<file path="src/rtl/ultrasonic_pkg.sv">
// Shared definitions for the ultrasonic ranging blocks (trigger generator,
// echo meter, top-level controller).
//   - meter_state_e : measurement FSM states
//   - DEFAULT_*     : default timing constants for a 50 MHz system clock
package ultrasonic_pkg;

  typedef enum logic [1:0] {
    IDLE      = 2'd0,
    WAIT_RISE = 2'd1,
    MEASURE   = 2'd2,
    DONE      = 2'd3
  } meter_state_e;

  localparam int DEFAULT_CLK_HZ       = 50_000_000;
  // 58 us of echo per cm of range (sound travels out and back) at 50 MHz.
  localparam int DEFAULT_TICKS_PER_CM = 2900;
  localparam int DEFAULT_MAX_CM       = 400;
  localparam int DEFAULT_RISE_TIMEOUT = 50000;

endpackage

</file>
<file path="src/rtl/echo_meter_if.sv">
// Bus between the echo meter and the surrounding control/sensor logic.
//   start     : 1-cycle measurement request (driven alongside the trigger)
//   echo      : raw sensor echo pin, asynchronous to the system clock
//   distance  : last measured range in cm
//   valid     : 1-cycle strobe, distance/status updated
//   busy      : measurement in progress
//   no_echo   : last result had no echo rise before the timeout
//   overrange : last result saturated at the maximum distance
// Modports: master = controller/sensor side, slave = echo meter.
interface echo_meter_if #(
  parameter int DIST_W = 9
) ();

  logic              start;
  logic              echo;
  logic [DIST_W-1:0] distance;
  logic              valid;
  logic              busy;
  logic              no_echo;
  logic              overrange;

  modport master (
    output start, echo,
    input  distance, valid, busy, no_echo, overrange
  );

  modport slave (
    input  start, echo,
    output distance, valid, busy, no_echo, overrange
  );

endinterface

</file>
<file path="src/rtl/sync_edge.sv">
// Two-flop synchronizer for an asynchronous input followed by an edge
// detector on the synchronized signal.
//   clk_i   : clock
//   rst_i   : synchronous active-high reset, clears all flops
//   sig_i   : asynchronous input
//   sig_s_o : synchronized level (second flop)
//   rise_o  : sig_s_o is 1 and was 0 on the previous cycle
//   fall_o  : sig_s_o is 0 and was 1 on the previous cycle
module sync_edge (
  input  logic clk_i,
  input  logic rst_i,
  input  logic sig_i,
  output logic sig_s_o,
  output logic rise_o,
  output logic fall_o
);

  logic meta_q;
  logic sync_q;
  logic prev_q;

  always_ff @(posedge clk_i) begin
    if (rst_i) begin
      meta_q <= 1'b0;
      sync_q <= 1'b0;
      prev_q <= 1'b0;
    end else begin
      meta_q <= sig_i;
      sync_q <= meta_q;
      prev_q <= sync_q;
    end
  end

  assign sig_s_o = sync_q;
  assign rise_o  = sync_q & ~prev_q;
  assign fall_o  = ~sync_q & prev_q;

endmodule

</file>
<file path="src/rtl/echo_meter.sv">
// Times the ultrasonic sensor's echo pulse after a trigger and converts the
// width into whole centimetres, with explicit no-echo and overrange status.
//   CLKOUT1 : system clock
//   reset   : synchronous active-high reset, aborts any measurement
//   bus     : echo_meter_if slave (start/echo in; distance, valid, busy,
//             no_echo, overrange out -- all outputs registered)
module echo_meter
  import ultrasonic_pkg::*;
#(
  parameter int TICKS_PER_CM = DEFAULT_TICKS_PER_CM,
  parameter int MAX_CM       = DEFAULT_MAX_CM,
  parameter int DIST_W       = 9,
  parameter int RISE_TIMEOUT = DEFAULT_RISE_TIMEOUT
) (
  input  logic         CLKOUT1,
  input  logic         reset,
  echo_meter_if.slave  bus
);

  localparam int TMO_W = $clog2(RISE_TIMEOUT);
  localparam int PRE_W = $clog2(TICKS_PER_CM);

  localparam logic [TMO_W-1:0]  TMO_LAST = TMO_W'(RISE_TIMEOUT - 1);
  localparam logic [PRE_W-1:0]  PRE_LAST = PRE_W'(TICKS_PER_CM - 1);
  localparam logic [DIST_W-1:0] CM_MAX   = DIST_W'(MAX_CM);

  logic echo_s_unused;
  logic echo_rise;
  logic echo_fall;

  sync_edge u_sync (
    .clk_i   (CLKOUT1),
    .rst_i   (reset),
    .sig_i   (bus.echo),
    .sig_s_o (echo_s_unused),
    .rise_o  (echo_rise),
    .fall_o  (echo_fall)
  );

  meter_state_e      state_q;
  logic [TMO_W-1:0]  tmo_q;
  logic [PRE_W-1:0]  pre_q;
  logic [DIST_W-1:0] cm_q;
  logic [DIST_W-1:0] distance_q;
  logic              valid_q;
  logic              busy_q;
  logic              no_echo_q;
  logic              overrange_q;

  // Prescaler/cm values after counting the current MEASURE cycle. The cycle
  // that sees the synchronized fall is still counted: the synchronizer
  // delays both edges equally, so this makes an N-cycle echo count N ticks.
  logic              pre_wrap;
  logic [PRE_W-1:0]  pre_d;
  logic [DIST_W-1:0] cm_d;

  always_comb begin
    pre_wrap = (pre_q == PRE_LAST);
    pre_d    = pre_wrap ? '0 : pre_q + 1'b1;
    cm_d     = pre_wrap ? cm_q + 1'b1 : cm_q;
  end

  always_ff @(posedge CLKOUT1) begin
    if (reset) begin
      state_q     <= IDLE;
      tmo_q       <= '0;
      pre_q       <= '0;
      cm_q        <= '0;
      distance_q  <= '0;
      valid_q     <= 1'b0;
      busy_q      <= 1'b0;
      no_echo_q   <= 1'b0;
      overrange_q <= 1'b0;
    end else begin
      valid_q <= 1'b0;
      case (state_q)
        IDLE: begin
          if (bus.start) begin
            state_q <= WAIT_RISE;
            tmo_q   <= '0;
            pre_q   <= '0;
            cm_q    <= '0;
            busy_q  <= 1'b1;
          end
        end

        WAIT_RISE: begin
          // Only a real low-to-high transition counts, so an echo that is
          // still high from a previous ping is ignored until it drops.
          if (echo_rise) begin
            state_q <= MEASURE;
            pre_q   <= '0;
            cm_q    <= '0;
          end else if (tmo_q == TMO_LAST) begin
            state_q     <= DONE;
            distance_q  <= '0;
            no_echo_q   <= 1'b1;
            overrange_q <= 1'b0;
            valid_q     <= 1'b1;
            busy_q      <= 1'b0;
          end else begin
            tmo_q <= tmo_q + 1'b1;
          end
        end

        MEASURE: begin
          pre_q <= pre_d;
          cm_q  <= cm_d;
          // cm_q never exceeds MAX_CM-1 here, so reaching MAX_CM implies a
          // wrap this cycle; it is checked first so it beats a coincident fall.
          if (cm_d == CM_MAX) begin
            state_q     <= DONE;
            distance_q  <= CM_MAX;
            no_echo_q   <= 1'b0;
            overrange_q <= 1'b1;
            valid_q     <= 1'b1;
            busy_q      <= 1'b0;
          end else if (echo_fall) begin
            state_q     <= DONE;
            distance_q  <= cm_d;
            no_echo_q   <= 1'b0;
            overrange_q <= 1'b0;
            valid_q     <= 1'b1;
            busy_q      <= 1'b0;
          end
        end

        DONE: begin
          state_q <= IDLE;
        end

        default: begin
          state_q <= IDLE;
        end
      endcase
    end
  end

  assign bus.distance  = distance_q;
  assign bus.valid     = valid_q;
  assign bus.busy      = busy_q;
  assign bus.no_echo   = no_echo_q;
  assign bus.overrange = overrange_q;

endmodule

</file>
<file path="src/flat_wrapper.sv">
// flat-port wrapper written by rule: the top's interface ports become plain ports
module echo_meter_flat import ultrasonic_pkg::*;
#(
  parameter int TICKS_PER_CM = DEFAULT_TICKS_PER_CM,
  parameter int MAX_CM       = DEFAULT_MAX_CM,
  parameter int DIST_W       = 9,
  parameter int RISE_TIMEOUT = DEFAULT_RISE_TIMEOUT
)
  (CLKOUT1, reset, bus_start, bus_echo, bus_distance, bus_valid, bus_busy, bus_no_echo, bus_overrange);
  echo_meter_if #(.DIST_W(DIST_W)) bus_i ();
  input  logic CLKOUT1;
  input  logic reset;
  input wire logic [$bits(bus_i.start)-1:0] bus_start;
  input wire logic [$bits(bus_i.echo)-1:0] bus_echo;
  output wire logic [$bits(bus_i.distance)-1:0] bus_distance;
  output wire logic [$bits(bus_i.valid)-1:0] bus_valid;
  output wire logic [$bits(bus_i.busy)-1:0] bus_busy;
  output wire logic [$bits(bus_i.no_echo)-1:0] bus_no_echo;
  output wire logic [$bits(bus_i.overrange)-1:0] bus_overrange;
  assign bus_i.start = bus_start;
  assign bus_i.echo = bus_echo;
  assign bus_distance = bus_i.distance;
  assign bus_valid = bus_i.valid;
  assign bus_busy = bus_i.busy;
  assign bus_no_echo = bus_i.no_echo;
  assign bus_overrange = bus_i.overrange;
  echo_meter #(.TICKS_PER_CM(TICKS_PER_CM), .MAX_CM(MAX_CM), .DIST_W(DIST_W), .RISE_TIMEOUT(RISE_TIMEOUT)) u_core (.CLKOUT1(CLKOUT1), .reset(reset), .bus(bus_i));
endmodule
</file>
<file path="config.mk">
export PLATFORM = sky130hd
export DESIGN_NAME = echo_meter_flat
export DESIGN_NICKNAME = d
export VERILOG_FILES = /design/src/rtl/ultrasonic_pkg.sv /design/src/rtl/echo_meter_if.sv /design/src/rtl/sync_edge.sv /design/src/rtl/echo_meter.sv /design/src/flat_wrapper.sv
export SDC_FILE = /design/constraint.sdc
export NUM_CORES = 1
export LEC_CHECK = 0
export ABC_AREA = 0
export BUFFER_PORTS_ARGS = -buffer_cell sky130_fd_sc_hd__buf_2
export CORE_UTILIZATION = 50
export CTS_CLUSTER_DIAMETER = 50
export CTS_CLUSTER_SIZE = 14
export DETAILED_ROUTE_END_ITERATION = 12
export PLACE_DENSITY = 0.76
export SETUP_SLACK_MARGIN = 0.5
export SLEW_MARGIN = 5
export SYNTH_ARGS = -nofsm -noshare
export SYNTH_HDL_FRONTEND = slang
export SYNTH_SLANG_ARGS = --single-unit
</file>
<file path="constraint.sdc">
create_clock -name CLKOUT1 -period 2.5 [get_ports CLKOUT1]
set_clock_uncertainty 0.1 [all_clocks]
set_input_delay 0.125 -clock CLKOUT1 [delete_from_list [all_inputs] [get_ports CLKOUT1]]
set_output_delay 0.125 -clock CLKOUT1 [all_outputs]
set_load 0.01 [all_outputs]
</file>
==> impl_metrics.json <==
{
  "rows": 26,
  "pwr-share-comb": 0.415,
  "cp_data_arrival_time_ns": 2.65,
  "setup.worst_path.start": "u_core.pre_q[1]",
  "synth_edf_count": 0,
  "chipWidth_um": 76.9,
  "ys_seq_area_frac": 0.393,
  "wl_um": 7640,
  "die_h_um": 76.9,
  "rsz0062_at_grt": "yes",
  "syn_to_final_growth_pct": 34.5,
  "cp-endpoint": "u_core.state_q[1]",
  "path_class": "register to register",
  "async_flop_share": 0,
  "drt_iter0_drc": 235,
  "n_antenna_cell": 0,
  "die-area_um2": 5910,
  "synth_nets": 354,
  "clock-sinks": 55,
  "antenna_left": 0,
  "avgSynthCellArea_um2": 8.18,
  "start_util": 0.532,
  "syn-cell-area_um2": 2810,
  "placed_area_um2": 3110,
  "min_period_over_period": 1.00,
  "max_freq_mhz": 399,
  "r2r_cells": 10,
  "drv_cap": 0,
  "synth_flop_cell": "dfxtp_1",
  "layout_commonest_cell": "nor2_1",
  "hold_path.class": "primary input to register",
  "drive_above_1_share": 0.378,
  "p_leak_uw": 0.00142,
  "cts_tree": "built",
  "ir_drop_v": 0.000434,
  "rrSetupSlack_ns": -0.008,
  "crit_fanout": 5,
  "power_uw": 2540,
  "pre_cts_ws_ns": 0.0591,
  "fin_hold_ws_ns": 0.131,
  "cts_max_level": 2,
  "vias": 2754,
  "final_nets": 412,
  "core-area_um2": 5270,
  "yosys_warnings": 0,
  "p_int_uw": 1540,
  "dp_hpwl_um": 4240,
  "grt-ovfl-total": 0,
  "place.gp.congestion": 0.869,
  "layout_min_cycle_time_ns": 2.51,
  "drc": 0,
  "violations": "negative setup slack",
  "synth_cells": 343,
  "cts_root_buffer": "clkbuf_8",
  "grt_max_degree": 32,
  "pwr-share-seq": 0.382,
  "grt_pass1_vias": 2462,
  "p_clk_frac": 0.203,
  "finalMaxSlewViolations": 0,
  "p_switching_uw": 994,
  "hold_viol_final": 0,
  "final_cell_mix": "39 x nor2_1, 36 x dfxtp_1, 35 x buf_4",
  "clkLatencyLatePin_ns": 0.32,
  "drt-wirelength-per-cell_um": 16.2,
  "worstPathRequired_ns": 2.64,
  "ios": 17,
  "clk_pin_slew_ns": 0.11,
  "worst_r2r_endpoint": "u_core.state_q[1]",
  "cp-end-kind": "register",
  "status": "finished with violations",
  "start_kind": "register",
  "worst_slack_ns": -0.00759,
  "setup_viol": 1,
  "netSwitchingFraction": 0.392,
  "relSlewSlack": 0.744,
  "antenna_found_initial": 0,
  "fill_cells": 357,
  "clk_path_buf_depth": 2,
  "grt_util_all_layers": 0.237,
  "grt_pass1_wl_um": 11300,
  "port_buffers": 16,
  "final_cell_area_um2": 3770,
  "numCtsBuffers": 5,
  "drt_first_pass_iters": 4,
  "synth_seq_cells": 55,
  "worst_pin_slew_ns": 0.382,
  "power_density_nw_per_um2": 672,
  "r2r_start": "u_core.pre_q[1]",
  "ys_types": 50,
  "vias_per_cell": 5.83
}
[cell families (layout without fill, tap and decap cells)]
kind of cell | after synthesis | after routing | synth area share
xor+xnor | 30 | 30 | 0.0937
mux | 5 | 5 | 0.0183
buf+inv | 27 | 85 | 0.0366
simple gates | 164 | 164 | 0.305
fa+ha+maj | 7 | 7 | 0.0312
compound gates | 55 | 56 | 0.123
flops | 55 | 55 | 0.393
[Yosys cell counts (all sizes together) (2+ instances only)]
cell    count  share of area
clkbuf     12          0.016
ha          7          0.031
and3        5          0.011
o31ai       2         0.0054
or2         3         0.0067
nand2      38          0.051
dfxtp      55           0.39
a211o       2         0.0062
nand2b      9          0.020
nand3b      2         0.0054
inv        14          0.019
nor2       48          0.065
nand3      11          0.020
xnor2       8          0.025
nor4        3          0.014
and4        2         0.0062
or4b        2         0.0085
o32ai       8          0.025
nand4b      2         0.0062
mux2i       4          0.014
a21oi      19          0.034
nor3        7          0.012
nand4       9          0.020
or3         9          0.020
xor2       22          0.069
nor2b       7          0.016
a21o        2         0.0054
o21ai      15          0.027
[flip-flops by register name, summed over array words and instances (netlist names)]
name,cells
u_core.bus.busy,1
u_core.pre_q,12
u_core.u_sync.meta_q,1
u_core.tmo_q,16
u_core.bus.no_echo,1
u_core.u_sync.sig_s_o,1
u_core.u_sync.prev_q,1
u_core.bus.overrange,1
u_core.state_q,2
u_core.cm_q,9
u_core.bus.valid,1
u_core.bus.distance,9
[power by group through the flow]
stage          logic (uW)  clock network [uW]  registers [uW]
6_report             1050                 515             968
5_1_grt              1120                 555             973
2_1_floorplan         512                   0             979
3_5_place_dp          666                   0             979
3_3_place_gp          649                   0             977
4_1_cts               868                 530             959
[per-layer routing]
layer	vias to the layer above	wire, um	track usage
met1	1324	3180	0.278
met3	21	356	0.0417
met2	101	3920	0.419
li1	1308	-	-
met5	-	0	0
met4	0	180	0.102
[worst min-delay path by stage]
stage,start,endpoint,slack [ns],cells after the start
after floorplan,bus_echo,u_core.u_sync.meta_q,0.15,1
after global placement,bus_echo,u_core.u_sync.meta_q,0.23,2
after detailed placement,bus_echo,u_core.u_sync.meta_q,0.26,2
after CTS,reset,u_core.bus.valid,0.06,3
after global routing,reset,u_core.bus.valid,0.13,3
final,reset,u_core.bus.valid,0.13,3
[what timing repair did]
action,CTS,global route
gates resized for setup,46,49
endpoints found under the hold margin,1,0
endpoints found under the setup margin,52,52
setup buffers,21,10
gates cloned,1,0
pin swaps,28,24
hold buffers,1,0
[worst max-delay path, cell delays in order (launching register included)]
cell	delay, ns
dfxtp_4	0.37
ha_4	0.16
buf_4	0.13
buf_6	0.12
and4b_1	0.21
nand4_1	0.12
mux2i_1	0.27
o21ai_1	0.13
o31a_1	0.35
a211o_1	0.31
mux2i_1	0.18
[layout make-up]
type,count,area [um^2],area share
sequential,55,1130,0.300
timing repair buffer,63,477,0.126
clock buffer,5,68.8,0.0182
multi-input combinational,262,1930,0.512
clock inverter,3,22.5,0.00597
tap,70,87.6,0.0232
inverter,14,52.6,0.0139
[through the flow]
| stage | instances | util | TNS [ns] |
|---|---|---|---|
| 6_report | 472 | 0.716 | -0.00759 |
| 3_3_place_gp | 431 | 0.590 | 0 |
| 2_1_floorplan | 343 | - | 0 |
| 3_5_place_dp | 431 | 0.590 | 0 |
| 5_1_grt | 472 | 0.716 | -1.27 |
| 4_1_cts | 462 | 0.668 | 0 |
(Power assumes the default switching activity.)
